## src/rtl/ysyx_24120013_operand_fetch_pkg.sv

```systemverilog
// Shared definitions for the operand-fetch stage.
//   - of_state_e : stage state (IDLE empty / READ RF data arriving / HOLD stalled)
//   - ZERO_REG   : index of the hard-wired zero register
//   - OF_*_WIDTH : default widths used by the top and the bypass sub-module
package ysyx_24120013_operand_fetch_pkg;

  localparam int unsigned OF_ADDR_WIDTH    = 32'd5;
  localparam int unsigned OF_DATA_WIDTH    = 32'd32;
  localparam int unsigned OF_PAYLOAD_WIDTH = 32'd64;
  localparam int unsigned ZERO_REG         = 32'd0;

  typedef enum logic [1:0] {
    ST_IDLE = 2'b00,
    ST_READ = 2'b01,
    ST_HOLD = 2'b10
  } of_state_e;

endpackage

```

## src/rtl/ysyx_24120013_operand_fetch_bypass.sv

```systemverilog
// Per-operand bypass: remembers which register the op reads, whether a
// writeback hit it at the accept edge, keeps a hold copy while execute stalls,
// masks x0 and selects the value presented to execute.
// Ports:
//   clk, rst          clock, async active-high reset
//   i_accept          op accepted at this edge (latch i_rs, forward snoop)
//   i_rs              incoming source register index
//   i_capture         READ cycle stalling: load hold reg at this edge
//   i_holding         stage is in HOLD: present hold reg
//   i_rf_rdata        registered RF read data
//   i_wb_wen/waddr/wdata  writeback snoop
//   o_data            operand presented to execute
module ysyx_24120013_operand_bypass
  import ysyx_24120013_operand_fetch_pkg::*;
#(
  parameter int unsigned ADDR_WIDTH = OF_ADDR_WIDTH,
  parameter int unsigned DATA_WIDTH = OF_DATA_WIDTH
) (
  input  logic                  clk,
  input  logic                  rst,
  input  logic                  i_accept,
  input  logic [ADDR_WIDTH-1:0] i_rs,
  input  logic                  i_capture,
  input  logic                  i_holding,
  input  logic [DATA_WIDTH-1:0] i_rf_rdata,
  input  logic                  i_wb_wen,
  input  logic [ADDR_WIDTH-1:0] i_wb_waddr,
  input  logic [DATA_WIDTH-1:0] i_wb_wdata,
  output logic [DATA_WIDTH-1:0] o_data
);

  localparam logic [ADDR_WIDTH-1:0] ZR = ADDR_WIDTH'(ZERO_REG);

  logic [ADDR_WIDTH-1:0] r_rs;
  logic                  r_fwd;
  logic [DATA_WIDTH-1:0] r_fwd_data;
  logic [DATA_WIDTH-1:0] r_hold;

  logic                  w_new_hit;
  logic                  w_cur_hit;
  logic [DATA_WIDTH-1:0] w_read_val;

  // Writeback snoop compares and operand select (x0 masked, forward beats stale RF data)
  always_comb begin
    w_new_hit  = i_wb_wen & (i_wb_waddr == i_rs) & (i_rs != ZR);
    w_cur_hit  = i_wb_wen & (i_wb_waddr == r_rs) & (r_rs != ZR);
    w_read_val = '0;
    if (r_rs == ZR) begin
      w_read_val = '0;
    end else if (r_fwd) begin
      w_read_val = r_fwd_data;
    end else begin
      w_read_val = i_rf_rdata;
    end
    if (i_holding) begin
      o_data = r_hold;
    end else begin
      o_data = w_read_val;
    end
  end

  // Operand tracking state: index/forward latched on accept, hold reg follows writebacks
  always_ff @(posedge clk or posedge rst) begin
    if (rst) begin
      r_rs       <= '0;
      r_fwd      <= 1'b0;
      r_fwd_data <= '0;
      r_hold     <= '0;
    end else begin
      if (i_accept) begin
        r_rs       <= i_rs;
        r_fwd      <= w_new_hit;
        r_fwd_data <= i_wb_wdata;
      end
      // A write landing on the stall edge is newer than the value being presented.
      if (i_capture) begin
        r_hold <= w_cur_hit ? i_wb_wdata : w_read_val;
      end else if (i_holding && w_cur_hit) begin
        r_hold <= i_wb_wdata;
      end
    end
  end

endmodule

```

## src/rtl/ysyx_24120013_operand_fetch.sv

```systemverilog
// Operand-fetch stage between decode and execute.
// Accepts decoded ops (valid/ready), drives the registered RF read ports,
// merges RF data with writeback forwarding and holds operands under stall.
// Ports:
//   clk, rst                       clock, async active-high reset
//   in_valid/in_ready              decode handshake
//   in_rs1/in_rs2/in_payload       decoded op
//   rf_raddr1/2, rf_rdata1/2       RF read ports (data one cycle after address)
//   wb_wen/wb_waddr/wb_wdata       writeback (same nets as RF write port)
//   out_valid/out_ready            execute handshake
//   out_rs1_data/out_rs2_data      operands
//   out_payload                    registered sideband
module ysyx_24120013_operand_fetch
  import ysyx_24120013_operand_fetch_pkg::*;
#(
  parameter int unsigned ADDR_WIDTH    = OF_ADDR_WIDTH,
  parameter int unsigned DATA_WIDTH    = OF_DATA_WIDTH,
  parameter int unsigned PAYLOAD_WIDTH = OF_PAYLOAD_WIDTH
) (
  input  logic                     clk,
  input  logic                     rst,
  input  logic                     in_valid,
  output logic                     in_ready,
  input  logic [ADDR_WIDTH-1:0]    in_rs1,
  input  logic [ADDR_WIDTH-1:0]    in_rs2,
  input  logic [PAYLOAD_WIDTH-1:0] in_payload,
  output logic [ADDR_WIDTH-1:0]    rf_raddr1,
  output logic [ADDR_WIDTH-1:0]    rf_raddr2,
  input  logic [DATA_WIDTH-1:0]    rf_rdata1,
  input  logic [DATA_WIDTH-1:0]    rf_rdata2,
  input  logic                     wb_wen,
  input  logic [ADDR_WIDTH-1:0]    wb_waddr,
  input  logic [DATA_WIDTH-1:0]    wb_wdata,
  output logic                     out_valid,
  input  logic                     out_ready,
  output logic [DATA_WIDTH-1:0]    out_rs1_data,
  output logic [DATA_WIDTH-1:0]    out_rs2_data,
  output logic [PAYLOAD_WIDTH-1:0] out_payload
);

  of_state_e                r_state;
  of_state_e                w_state_nxt;
  logic [PAYLOAD_WIDTH-1:0] r_payload;
  logic                     w_accept;
  logic                     w_capture;
  logic                     w_holding;

  // RF addresses follow decode directly so data arrives the cycle after accept
  assign rf_raddr1   = in_rs1;
  assign rf_raddr2   = in_rs2;
  assign w_accept    = in_valid & in_ready;
  assign out_payload = r_payload;

  // State register
  always_ff @(posedge clk or posedge rst) begin
    if (rst) begin
      r_state <= ST_IDLE;
    end else begin
      r_state <= w_state_nxt;
    end
  end

  // Next-state logic
  always_comb begin
    w_state_nxt = r_state;
    case (r_state)
      ST_IDLE: begin
        if (w_accept) begin
          w_state_nxt = ST_READ;
        end else begin
          w_state_nxt = ST_IDLE;
        end
      end
      ST_READ, ST_HOLD: begin
        if (out_ready) begin
          w_state_nxt = w_accept ? ST_READ : ST_IDLE;
        end else begin
          w_state_nxt = ST_HOLD;
        end
      end
      default: w_state_nxt = ST_IDLE;
    endcase
  end

  // State-decoded outputs and bypass controls
  always_comb begin
    out_valid = 1'b0;
    w_capture = 1'b0;
    w_holding = 1'b0;
    case (r_state)
      ST_IDLE: out_valid = 1'b0;
      ST_READ: begin
        out_valid = 1'b1;
        w_capture = ~out_ready;
      end
      ST_HOLD: begin
        out_valid = 1'b1;
        w_holding = 1'b1;
      end
      default: out_valid = 1'b0;
    endcase
    in_ready = (r_state == ST_IDLE) | (out_valid & out_ready);
  end

  // Sideband register, loaded only on accept so it stays stable under stall
  always_ff @(posedge clk or posedge rst) begin
    if (rst) begin
      r_payload <= '0;
    end else if (w_accept) begin
      r_payload <= in_payload;
    end else begin
      r_payload <= r_payload;
    end
  end

  ysyx_24120013_operand_bypass #(
    .ADDR_WIDTH (ADDR_WIDTH),
    .DATA_WIDTH (DATA_WIDTH)
  ) u_bypass_rs1 (
    .clk        (clk),
    .rst        (rst),
    .i_accept   (w_accept),
    .i_rs       (in_rs1),
    .i_capture  (w_capture),
    .i_holding  (w_holding),
    .i_rf_rdata (rf_rdata1),
    .i_wb_wen   (wb_wen),
    .i_wb_waddr (wb_waddr),
    .i_wb_wdata (wb_wdata),
    .o_data     (out_rs1_data)
  );

  ysyx_24120013_operand_bypass #(
    .ADDR_WIDTH (ADDR_WIDTH),
    .DATA_WIDTH (DATA_WIDTH)
  ) u_bypass_rs2 (
    .clk        (clk),
    .rst        (rst),
    .i_accept   (w_accept),
    .i_rs       (in_rs2),
    .i_capture  (w_capture),
    .i_holding  (w_holding),
    .i_rf_rdata (rf_rdata2),
    .i_wb_wen   (wb_wen),
    .i_wb_waddr (wb_waddr),
    .i_wb_wdata (wb_wdata),
    .o_data     (out_rs2_data)
  );

endmodule

```

## config.mk

```make
export PLATFORM = sky130hd
export DESIGN_NAME = ysyx_24120013_operand_fetch
export DESIGN_NICKNAME = d
export VERILOG_FILES = /design/src/rtl/ysyx_24120013_operand_fetch_pkg.sv /design/src/rtl/ysyx_24120013_operand_fetch_bypass.sv /design/src/rtl/ysyx_24120013_operand_fetch.sv
export SDC_FILE = /design/constraint.sdc
export NUM_CORES = 1
export LEC_CHECK = 0
export ABC_CLOCK_PERIOD_IN_PS = 18600
export CAP_MARGIN = 30
export CORE_MARGIN = 2
export CORE_UTILIZATION = 50
export CTS_CLUSTER_SIZE = 30
export DETAILED_ROUTE_END_ITERATION = 16
export PLACE_DENSITY = 0.84
export SYNTH_ARGS = -nofsm -noshare
export SYNTH_HDL_FRONTEND = slang
export SYNTH_SLANG_ARGS = --single-unit
```

## constraint.sdc

```tcl
create_clock -name clk -period 18.6 [get_ports clk]
set_clock_uncertainty 0.2 [all_clocks]
set_input_delay 3.72 -clock clk [delete_from_list [all_inputs] [get_ports clk]]
set_output_delay 3.72 -clock clk [all_outputs]
set_load 0.05 [all_outputs]
```

# [After elaboration in Yosys (flattened, before gate mapping)]
# Index checks and enable logic that the tools add are counted.
[word_totals] ff_bits=174 inputBits=180 out_inout_bits=140
[classes] n_eq_ne=6 n_mux=18 n_bitwise=12 reduce_logical=12
[ops] operator="$mux 32" count=12
[ops] operator="$eq 5x5->1" count=4
[ops] operator="$reduce_bool 5->1" count=4
[ops] operator="$and 1x1->1" count=10
[ops] operator="$logic_not 5->1" count=2
[ops] operator="$mux 1" count=4
[ops] operator="$pmux 2 s2" count=1
[ops] operator="$reduce_bool 2->1" count=2
[ops] operator="$eq 2x1->1 const B" count=1
[ops] operator="$eq 2x2->1 const B" count=1
[ops] operator="$logic_and 1x1->1" count=2
[ops] operator="$logic_not 2->1" count=1
[ops] operator="$mux 2" count=1
[ops] operator="$reduce_or 2->1" count=1
[ops] operator="$not 1->1" count=1
[ops] operator="$or 1x1->1" count=1

# [Logic depth before layout (Yosys ltp)]
# Gate-level depths: netlist (run 1).
[depth] word_depth=9 mapped_depth=8

# [Cells and area by module]
# Synthesis (run 1) repeated with hierarchy kept, for this count alone.
[hier_totals] cells_unflattened=1091 area_unflattened_um2=11232.0
[by_module_without_submodules] mod="ysyx_24120013_operand_bypass" instances=2 cells_each=390 area_per_inst_um2=3856.2
[by_module_without_submodules] mod="ysyx_24120013_operand_fetch" instances=1 cells_each=311 area_per_inst_um2=3519.6

# [Worst setup path before layout (run 1)]
# OpenSTA, ideal clock, no wires.
[synth_timing] path_type="input -> output" start="input rf_rdata1[10]" end="output out_rs1_data[10]" arrival_time_ps=5001 slack_ps=9679 stages=3 path_buffers=0 path_cell_list="mux2_2 > nand2_1 > o21ai_0"
[synth_between] elab_chain_cells=3
[synth_rtl] element="from (decl)" line_no="ysyx_24120013_operand_fetch.sv:29" text="input logic [DATA_WIDTH-1:0] rf_rdata1,"
[synth_rtl] element="$mux 32" line_no="ysyx_24120013_operand_fetch_bypass.sv:50" text="end else if (r_fwd) begin"
[synth_rtl] element="$mux 32" line_no="ysyx_24120013_operand_fetch_bypass.sv:48" text="if (r_rs == ZR) begin"
[synth_rtl] element="$mux 32" line_no="ysyx_24120013_operand_fetch_bypass.sv:55" text="if (i_holding) begin"
[synth_rtl] element="to (decl)" line_no="ysyx_24120013_operand_fetch.sv:36" text="output logic [DATA_WIDTH-1:0] out_rs1_data,"
# No other way between the ends.

# [Worst setup path after layout (run 1)]
[layout_timing] start="input rf_rdata1[24]" end="output out_rs1_data[24]"
# Same word-level chain as after synthesis.

==> results of run 1 <==
==> placed cells by master, fill, tap and decap left out, drive strengths merged <==
| master | count |
|---|---|
| nand2 | 134 |
| a211o | 2 |
| inv | 76 |
| o21bai | 32 |
| or4 | 2 |
| bufinv | 1 |
| nor4 | 4 |
| a221oi | 64 |
| a21oi | 64 |
| a21o | 1 |
| o21a | 2 |
| clkdlybuf4s50 | 319 |
| xor2 | 16 |
| xnor2 | 2 |
| or4b | 2 |
| buf | 18 |
| o21ai | 66 |
| and2 | 2 |
| ha | 4 |
| nor2 | 1 |
| or2 | 2 |
| nand2b | 1 |
| mux2 | 170 |
| nor3 | 68 |
| clkinvlp | 1 |
| clkinv | 4 |
| clkbuf | 19 |
| nor2b | 2 |
| o2111ai | 2 |
| dfrtp | 174 |
==> registers in the layout, summed over array words and instances, names as in the netlist <==
signal and count:
out_payload 64, u_bypass_rs1.r_fwd_data 32, u_bypass_rs1.r_hold 32, u_bypass_rs2.r_hold 32
u_bypass_rs1.r_rs 5, u_bypass_rs2.r_rs 5, r_state 2, u_bypass_rs1.r_fwd 1
u_bypass_rs2.r_fwd 1
==> logic make-up after synthesis <==
kind of cell | after synthesis
multiplexers | 170
AO/OA/AOI/OAI | 233
adder cells (fa/ha/maj) | 4
flip-flops | 174
XOR/XNOR | 18
AND/OR/NAND/NOR | 218
buffers and inverters | 174
==> layer usage <==
metal / up-vias / share of wire, % / global-route usage [%]
met4: 0 / 2.6 / 10.74
li1: 3993 / - / -
met5: - / 0 / 0
met1: 4198 / 39 / 35.38
met3: 58 / 7.7 / 6.834
met2: 373 / 50 / 49.69
==> per-stage QoR <==
stage,worst slack [ns],std cells
CTS,9.108,1519
global placement,9.092,1484
finish,9.091,1520
floorplan,9.679,991
detailed placement,9.113,1487
global route,9.040,1520
==> layout make-up <==
class,count,share of cell area (%)
timing repair buffer,337,24.42
inverter,69,1.900
tap,265,2.386
multi-input combinational,643,35.91
clock buffer,19,3.115
clock inverter,13,0.9274
sequential,174,31.34
==> critical path, stage by stage <==
cell	delay [ns]
clkdlybuf4s50_1	0.50
mux2_2	0.17
nand2_1	0.05
o21ai_0	0.28
clkdlybuf4s50_1	0.86
==> how the worst min path moves through the flow <==
stage	cells after the start	from	end	slack [ns]
2_1_floorplan	1	u_bypass_rs1.r_fwd_data[30]	u_bypass_rs1.r_fwd_data[30]	0.29
3_3_place_gp	1	out_payload[12]	out_payload[12]	0.29
3_5_place_dp	1	out_payload[60]	out_payload[60]	0.30
4_1_cts	1	out_payload[12]	out_payload[12]	0.31
5_1_grt	1	out_payload[30]	out_payload[30]	0.32
6_report	1	out_payload[2]	out_payload[2]	0.31
==> power by group through the flow <==
stage               logic, uW  clock network (uW)  registers (uW)
floorplan                 751                   0             906
global placement         1420                   0             671
detailed placement       1440                   0             684
CTS                      1450                 358             679
global route             1520                 369             702
finish                   1450                 351             681
==> flow_summary.toml, run 1 <==
[setup_path]
reg2reg_to = "u_bypass_rs1.r_hold[30]"
critPathCapture = "out_rs1_data[24]"
cp_data_arrival_time_ns = 5.59
startpoint = "rf_rdata1[24]"
crit_type = "in2out"
rr_startpoint = "r_state[0]"
required_ns = 14.68
startpoint_type = "input pin"
end_kind = "output port"
critPathMaxFanout = 2
reg2regPathDepth = 7
r2r_slack_ns = 15.24

[clock_tree]
clockBufferDepth = 2
cts_sinks = 174
ctsHtreeMaxLevel = 4
ctsRootBufferMaster = "clkbuf_16"
clk_latency_ns = 0.43
hold_buffers = 0
cts_buffers = 17
ctsResizeCount = 0
cts_setup_buffers = 0
clkTransAtPathRegs_ns = 0.07
cts_tree = "built"

[finish]
register_area_sq_um = 4355
stdcell_area_sq_um = 13900
nNetsFinal = 1426
final_util_pct = 70.93
fill_cells = 1460
drive_above_1_share_pct = 23.11
multi_input_area_sq_um = 4990
syn2layout_area_growth_pct = 37.96
diodes = 0

[floorplan]
fp-row-count = 51
coreArea_sq_um = 19590
die_h_um = 145.9
dieArea_sq_um = 21300
die_x_um = 145.9
pin_count = 320
start_util_pct = 51.41

[logic_synthesis]
synth.mux.area_fraction_pct = 19.01
postSynthCellCount = 991
synth_fa_ha_area_share_pct = 0.4969
yosys_register_bits = 174
synth_edf_count = 0
yosys.area_share.xor_xnor_pct = 1.565
yosys-top-cells-count = "174 x dfrtp_1, 170 x mux2_2, 134 x nand2_1"
syn-num-nets = 1175
synth_compound_area_share_pct = 18.71
yosys_warnings = 0
synthDistinctLibCells = 30
syn_area_sq_um = 10070
synth_top_area_share_pct = 43.23
synth-seq-area-share_pct = 43.23
synth_top_area_cell = "dfrtp_1"
synthTopCellsByArea = "dfrtp_1 43%, mux2_2 19%, a221oi_2 8.9%, nand2_1 5.0%, nor3_1 3.4%"
synth_top_family_by_area = "multiplexers"
yosys.area_share.simple_pct = 9.441
synth_ff_type = "dfrtp_1"
syn_avg_cell_area_sq_um = 10.16
synth-async-reset-ratio_pct = 100.0
yosysMostFrequentCell = "dfrtp_1"

[global_route]
grt_max_degree = 95
grtUsageTotal_pct = 28.90
grt-ovfl-total = 0
antenna_found_initial = 0
grt_pass1_vias = 8890
grt_pass1_wl_mm = 48.77

[power_and_ir_drop]
power.switching_uw = 1182
p_leak_uw = 0.005749
seq_power_share_pct = 27.5
p_sw_share_pct = 47.70
p_total_uw = 2477
comb_power_share_pct = 58.3
pwr-share-clk_pct = 14.2
power.internal_uw = 1296
power_density_nw_per_um2 = 178.3
vdd_drop_max_uv = 133.3

[detailed_routing]
viasPerCell = 5.672
drt-pass1-iter-count = 5
drt_iter0_drc = 404
wl_mm = 30.79
postRouteAntennaNets = 0
post-route-drc-count = 0
wire_per_inst_um = 20.26
dr_total_vias = 8622

[sta]
finalMaxSlewViolations = 0
tns_ns = 0
hold_viol = 0
worstMarginPinSlew_ns = 0.9567
setup_viol = 0
max_slew_margin_pct = 36.22
max_freq_ghz = 0.1052
rsz0062_at_grt = "false"
period_share_pct = 51.13
fin_crit_ns = 9.509
hold_slack_ns = 0.3055

[status]
status = "finished clean"

[flow_run]
maxCapViolations = 0

[placement]
portBuffers = 319
dpl_cell_area_sq_um = 13310
dp_hpwl_mm = 21.18
place_congestion = 0.8381

[min_path]
hp-class = "reg2reg"
Power figures use the tool's default switching activity.
==> run 2, diff against run 1 <==
- ABC_CLOCK_PERIOD_IN_PS: 18600 -> 8300
- CORE_UTILIZATION: 50 -> 43
- PLACE_DENSITY: 0.84 -> 0.77
- clock period: 18.6 -> 8.3 ns (I/O delays scaled with it)
==> run 2 against run 1 <==
  * Global-route usage decreased by 3.8 points
  * Critical path depth increased by 1
  * Utilization decreased by 11 points
  * Combinational power increased by 120%
  * Die area increased by 16%
  * Clock power increased by 130%
  * Final cell count increased by 3.6%
  * Setup slack got worse by 6.3 ns
  * Via count decreased by 1.2%
  * First-iteration DRC count increased by 20%
  * Register-to-register slack got worse by 10 ns
  * Non-clock buffer count unchanged
==> flow_summary.toml, run 2 (synthesis gave the netlist of run 1 again) <==
[status]
status = "finished clean"

[placement]
place_congestion = 0.7774
dpl.cell_count = 1540
portBuffers = 319
dpl_cell_area_sq_um = 13370
dp_hpwl_mm = 21.23

[sta]
max_slew_margin_pct = 35.88
period_share_pct = 65.97
fin_crit_ns = 5.475
hold_viol = 0
max_freq_ghz = 0.1826
tns_ns = 0
finalMaxSlewViolations = 0
worstMarginPinSlew_ns = 0.9618
hold_slack_ns = 0.3065
rsz0062_at_grt = "false"
setup_viol = 0

[global_route]
antenna_found_initial = 1
grt-ovfl-total = 0
grt_pass1_wl_mm = 48.02
grt_max_degree = 102
grtUsageTotal_pct = 25.08
grt_pass1_vias = 8896

[clock_tree]
cts_tree = "built"
clockBufferDepth = 2
ctsRootBufferMaster = "clkbuf_16"
hold_buffers = 0
cts_setup_buffers = 0
cts_buffers = 17
clk_latency_ns = 0.43
cts_sinks = 174
ctsResizeCount = 0
clkTransAtPathRegs_ns = 0.08
ctsHtreeMaxLevel = 4

[floorplan]
die_h_um = 157.0
pin_count = 320
fp-row-count = 56
die_x_um = 157.0
start_util_pct = 43.30
dieArea_sq_um = 24660
coreArea_sq_um = 23260

[setup_path]
critPathMaxFanout = 96
reg2reg_to = "u_bypass_rs2.r_hold[30]"
rr_startpoint = "r_state[0]"
required_ns = 6.44
cp_data_arrival_time_ns = 3.62
end_kind = "output port"
r2r_slack_ns = 4.92
crit_type = "reg2out"
reg2regPathDepth = 7
startpoint_type = "flip-flop"

[finish]
layout_common_cells = "319 x clkdlybuf4s50_1, 173 x dfrtp_1, 170 x mux2_2"
drive_above_1_share_pct = 23.27
largest_register_ffs = 64
syn2layout_area_growth_pct = 39.23
instances_no_fill = 1575
nNetsFinal = 1426
final_common_cell = "clkdlybuf4s50_1"
stdcell_area_sq_um = 14020
final_util_pct = 60.28

[detailed_routing]
dr_total_vias = 8517
drt_iter0_drc = 485
wl_mm = 30.94
post-route-drc-count = 0
postRouteAntennaNets = 0
drt-pass1-iter-count = 5
viasPerCell = 5.408
wire_per_inst_um = 19.64

[power_and_ir_drop]
comb_power_share_pct = 58.1
vdd_drop_max_uv = 269.3
power_density_nw_per_um2 = 396.3
pwr-share-clk_pct = 14.5
p_leak_uw = 0.005773
power.switching_uw = 2671
seq_power_share_pct = 27.3
power.internal_uw = 2886
p_sw_share_pct = 48.07

[flow_run]
maxCapViolations = 0

[min_path]
min_to = "out_payload[62]"
hold_start = "out_payload[62]"
min_path_cells = 1
hp-class = "reg2reg"
run 2: stage by stage:
stage / setup slack (ns) / power (uW)
global route: 2.580 / 5842
global placement: 2.830 / 4691
floorplan: 1.723 / 3713
CTS: 2.845 / 5591
finish: 2.825 / 5557
detailed placement: 2.873 / 4768
run 2: final cells by class:
class,instances,area [sq um]
multi-input combinational,643,4990
timing repair buffer,337,3421
inverter,69,264.0
tap,319,399.1
sequential,174,4355
clock buffer,17,425.4
fill,1986,9239
clock inverter,15,166.4
antenna,1,2.502
run 2: how the worst max path moves through the flow:
stage	start	endpoint	slack, ns	cells after the start
finish	r_state[0]	out_rs1_data[28]	2.82	6
global route	r_state[0]	out_rs1_data[28]	2.58	6
CTS	r_state[0]	out_rs1_data[28]	2.85	6
detailed placement	rf_rdata1[28]	out_rs1_data[28]	2.87	5
global placement	rf_rdata1[28]	out_rs1_data[28]	2.83	5
floorplan	rst	out_payload[0]	1.72	1
run 2: critical path: stages (launching register included):
cell             delay, ns
dfrtp_1               0.41
inv_1                 0.13
ha_4                  0.78
buf_4                 0.65
nand2_1               0.10
o21ai_0               0.16
clkdlybuf4s50_1       0.88
run 2: per-layer routing:
layer,vias up,share of wire [%],track usage [%]
met2,311,51,43.73
met3,47,6.3,6.333
met5,-,0,0
met1,4168,41,29.80
li1,3991,-,-
met4,0,2.6,9.567
run 2: power groups by stage:
stage | registers, uW | logic [uW] | clock network, uW
after CTS | 1510 | 3250 | 827
after detailed placement | 1530 | 3240 | 0
final | 1520 | 3230 | 808
after floorplan | 2030 | 1680 | 0
after global routing | 1560 | 3420 | 861
after global placement | 1500 | 3190 | 0
==> run 3, diff against run 2 <==
- ABC_CLOCK_PERIOD_IN_PS: 8300 -> 5700
- CORE_UTILIZATION: 43 -> 47
- PLACE_DENSITY: 0.77 -> 0.8
- clock period: 8.3 -> 5.7 ns (I/O delays scaled with it)
==> run 3 against run 2 <==
  * Worst hold slack better by 0.0011 ns
  * Sequential power grew 46%
  * Clock-buffer cell count increased by 1
  * Total power grew 46%
  * Final cell count fell by 3.0%
  * Register-to-register slack worse by 2.3 ns
  * Critical endpoint is now out_rs2_data[10]
  * Largest power group unchanged
==> flow_summary.toml, run 3 (synthesis gave the netlist of run 1 again) <==
[placement]
place_congestion = 0.8457
portBuffers = 319
dp_hpwl_mm = 20.55

[floorplan]
start_util_pct = 47.91
die_h_um = 150.4
pin_count = 320
dieArea_sq_um = 22620
fp-row-count = 53
die_x_um = 150.4
coreArea_sq_um = 21020

[finish]
final_util_pct = 66.23
diodes = 0
layout_common_cells = "319 x clkdlybuf4s50_1, 172 x dfrtp_1, 170 x mux2_2"
final_common_cell = "clkdlybuf4s50_1"
syn2layout_area_growth_pct = 38.24
nNetsFinal = 1423
drive_above_1_share_pct = 23.08
largest_register_ffs = 64

[clock_tree]
cts_tree = "built"
ctsResizeCount = 0
ctsRootBufferMaster = "clkbuf_16"
clockBufferDepth = 2
ctsHtreeMaxLevel = 4
clk_latency_ns = 0.42
hold_buffers = 0
clkTransAtPathRegs_ns = 0.07
cts_sinks = 174
cts_buffers = 17
cts_setup_buffers = 0

[setup_path]
worstPathBufferInverterCount = 2
path_cells = "nor4_1, nand2_2, buf_4, nand2_1, o21ai_0, clkdlybuf4s50_1"
cp_data_arrival_time_ns = 3.34
cpPeakStageDelay_ns = 0.75
cp.depth = 6
end_kind = "output port"
rr_startpoint = "r_state[0]"
cpLargestDelayFamily = "buffers and inverters"
startpoint = "u_bypass_rs2.r_rs[2]"
reg2regPathDepth = 7
startpoint_type = "flip-flop"
crit_type = "reg2out"
critPathMaxFanout = 47
cp_slowest_cell = "clkdlybuf4s50_1"
required_ns = 4.36

[sta]
worstMarginPinSlew_ns = 0.9955
setup_viol = 0
hold_viol = 0
rsz0062_at_grt = "false"
max_freq_ghz = 0.2139
finalMaxSlewViolations = 0
hold_slack_ns = 0.3076
fin_crit_ns = 4.676
max_slew_margin_pct = 33.63
period_share_pct = 82.03
tns_ns = 0

[power_and_ir_drop]
vdd_drop_max_uv = 514.7
power_density_nw_per_um2 = 584.5
p_leak_uw = 0.005741

[min_path]
min_path_cells = 1
hold_start = "out_payload[30]"
hp-class = "reg2reg"

[detailed_routing]
dr_total_vias = 8529
drt-pass1-iter-count = 5
postRouteAntennaNets = 0
post-route-drc-count = 0
wl_mm = 30.93
wire_per_inst_um = 20.26
viasPerCell = 5.585
drt_iter0_drc = 432

[global_route]
grt-ovfl-total = 0
grtUsageTotal_pct = 27.38
antenna_found_initial = 0
grt_pass1_vias = 8777
grt_max_degree = 175
grt_pass1_wl_mm = 47.31

[flow_run]
maxCapViolations = 0

[status]
status = "finished clean"
## run 3: worst paths after layout
path                       slack, ns                       to
max reg2reg                     2.64  u_bypass_rs2.r_hold[29]
min                             0.31          out_payload[30]
min reg2reg                     0.31          out_payload[30]
min in group asynchronous       1.17     u_bypass_rs1.r_rs[1]
max                             1.02         out_rs2_data[10]
max in group asynchronous       3.45  u_bypass_rs2.r_hold[11]
## run 3: layout make-up
type	instances	area, sq um
Multi-Input combinational cell	643	4995
Fill cell	1624	7098
Sequential cell	174	4357
Timing Repair Buffer	334	3368
Tap cell	275	344.1
Clock buffer	18	429.2
Clock inverter	14	167.7
Inverter	69	262.8
## run 3: metrics by stage
stage | setup WS [ns] | instances | power [uW] | cell area, sq um
after floorplan | 1.939 | 991 | 5407 | 10080
after global placement | 1.358 | 1493 | 6862 | 13290
after detailed placement | 1.320 | 1495 | 6958 | 13330
after CTS | 1.037 | 1527 | 8167 | 13920
after global routing | 0.8286 | 1527 | 8518 | 13920
final | 1.024 | 1527 | 8138 | 13920
## run 3: power by group
part | internal, uW | total (uW) | switching (uW)
Clock | 630 | 1200 | 571
Combinational | 1770 | 4720 | 2950
Sequential | 1840 | 2220 | 374
## run 3: layer usage
layer  track usage (%)  vias to the layer above  wire length (um)  part of all wire [%]
met5                 0                        -                 0                     0
met4             12.55                        0              1209                   3.9
met3             7.424                       65              2399                   7.8
met2             46.68                      336             15280                    49
met1             32.15                     4141             12040                    39
li1                  -                     3987                 -                     -
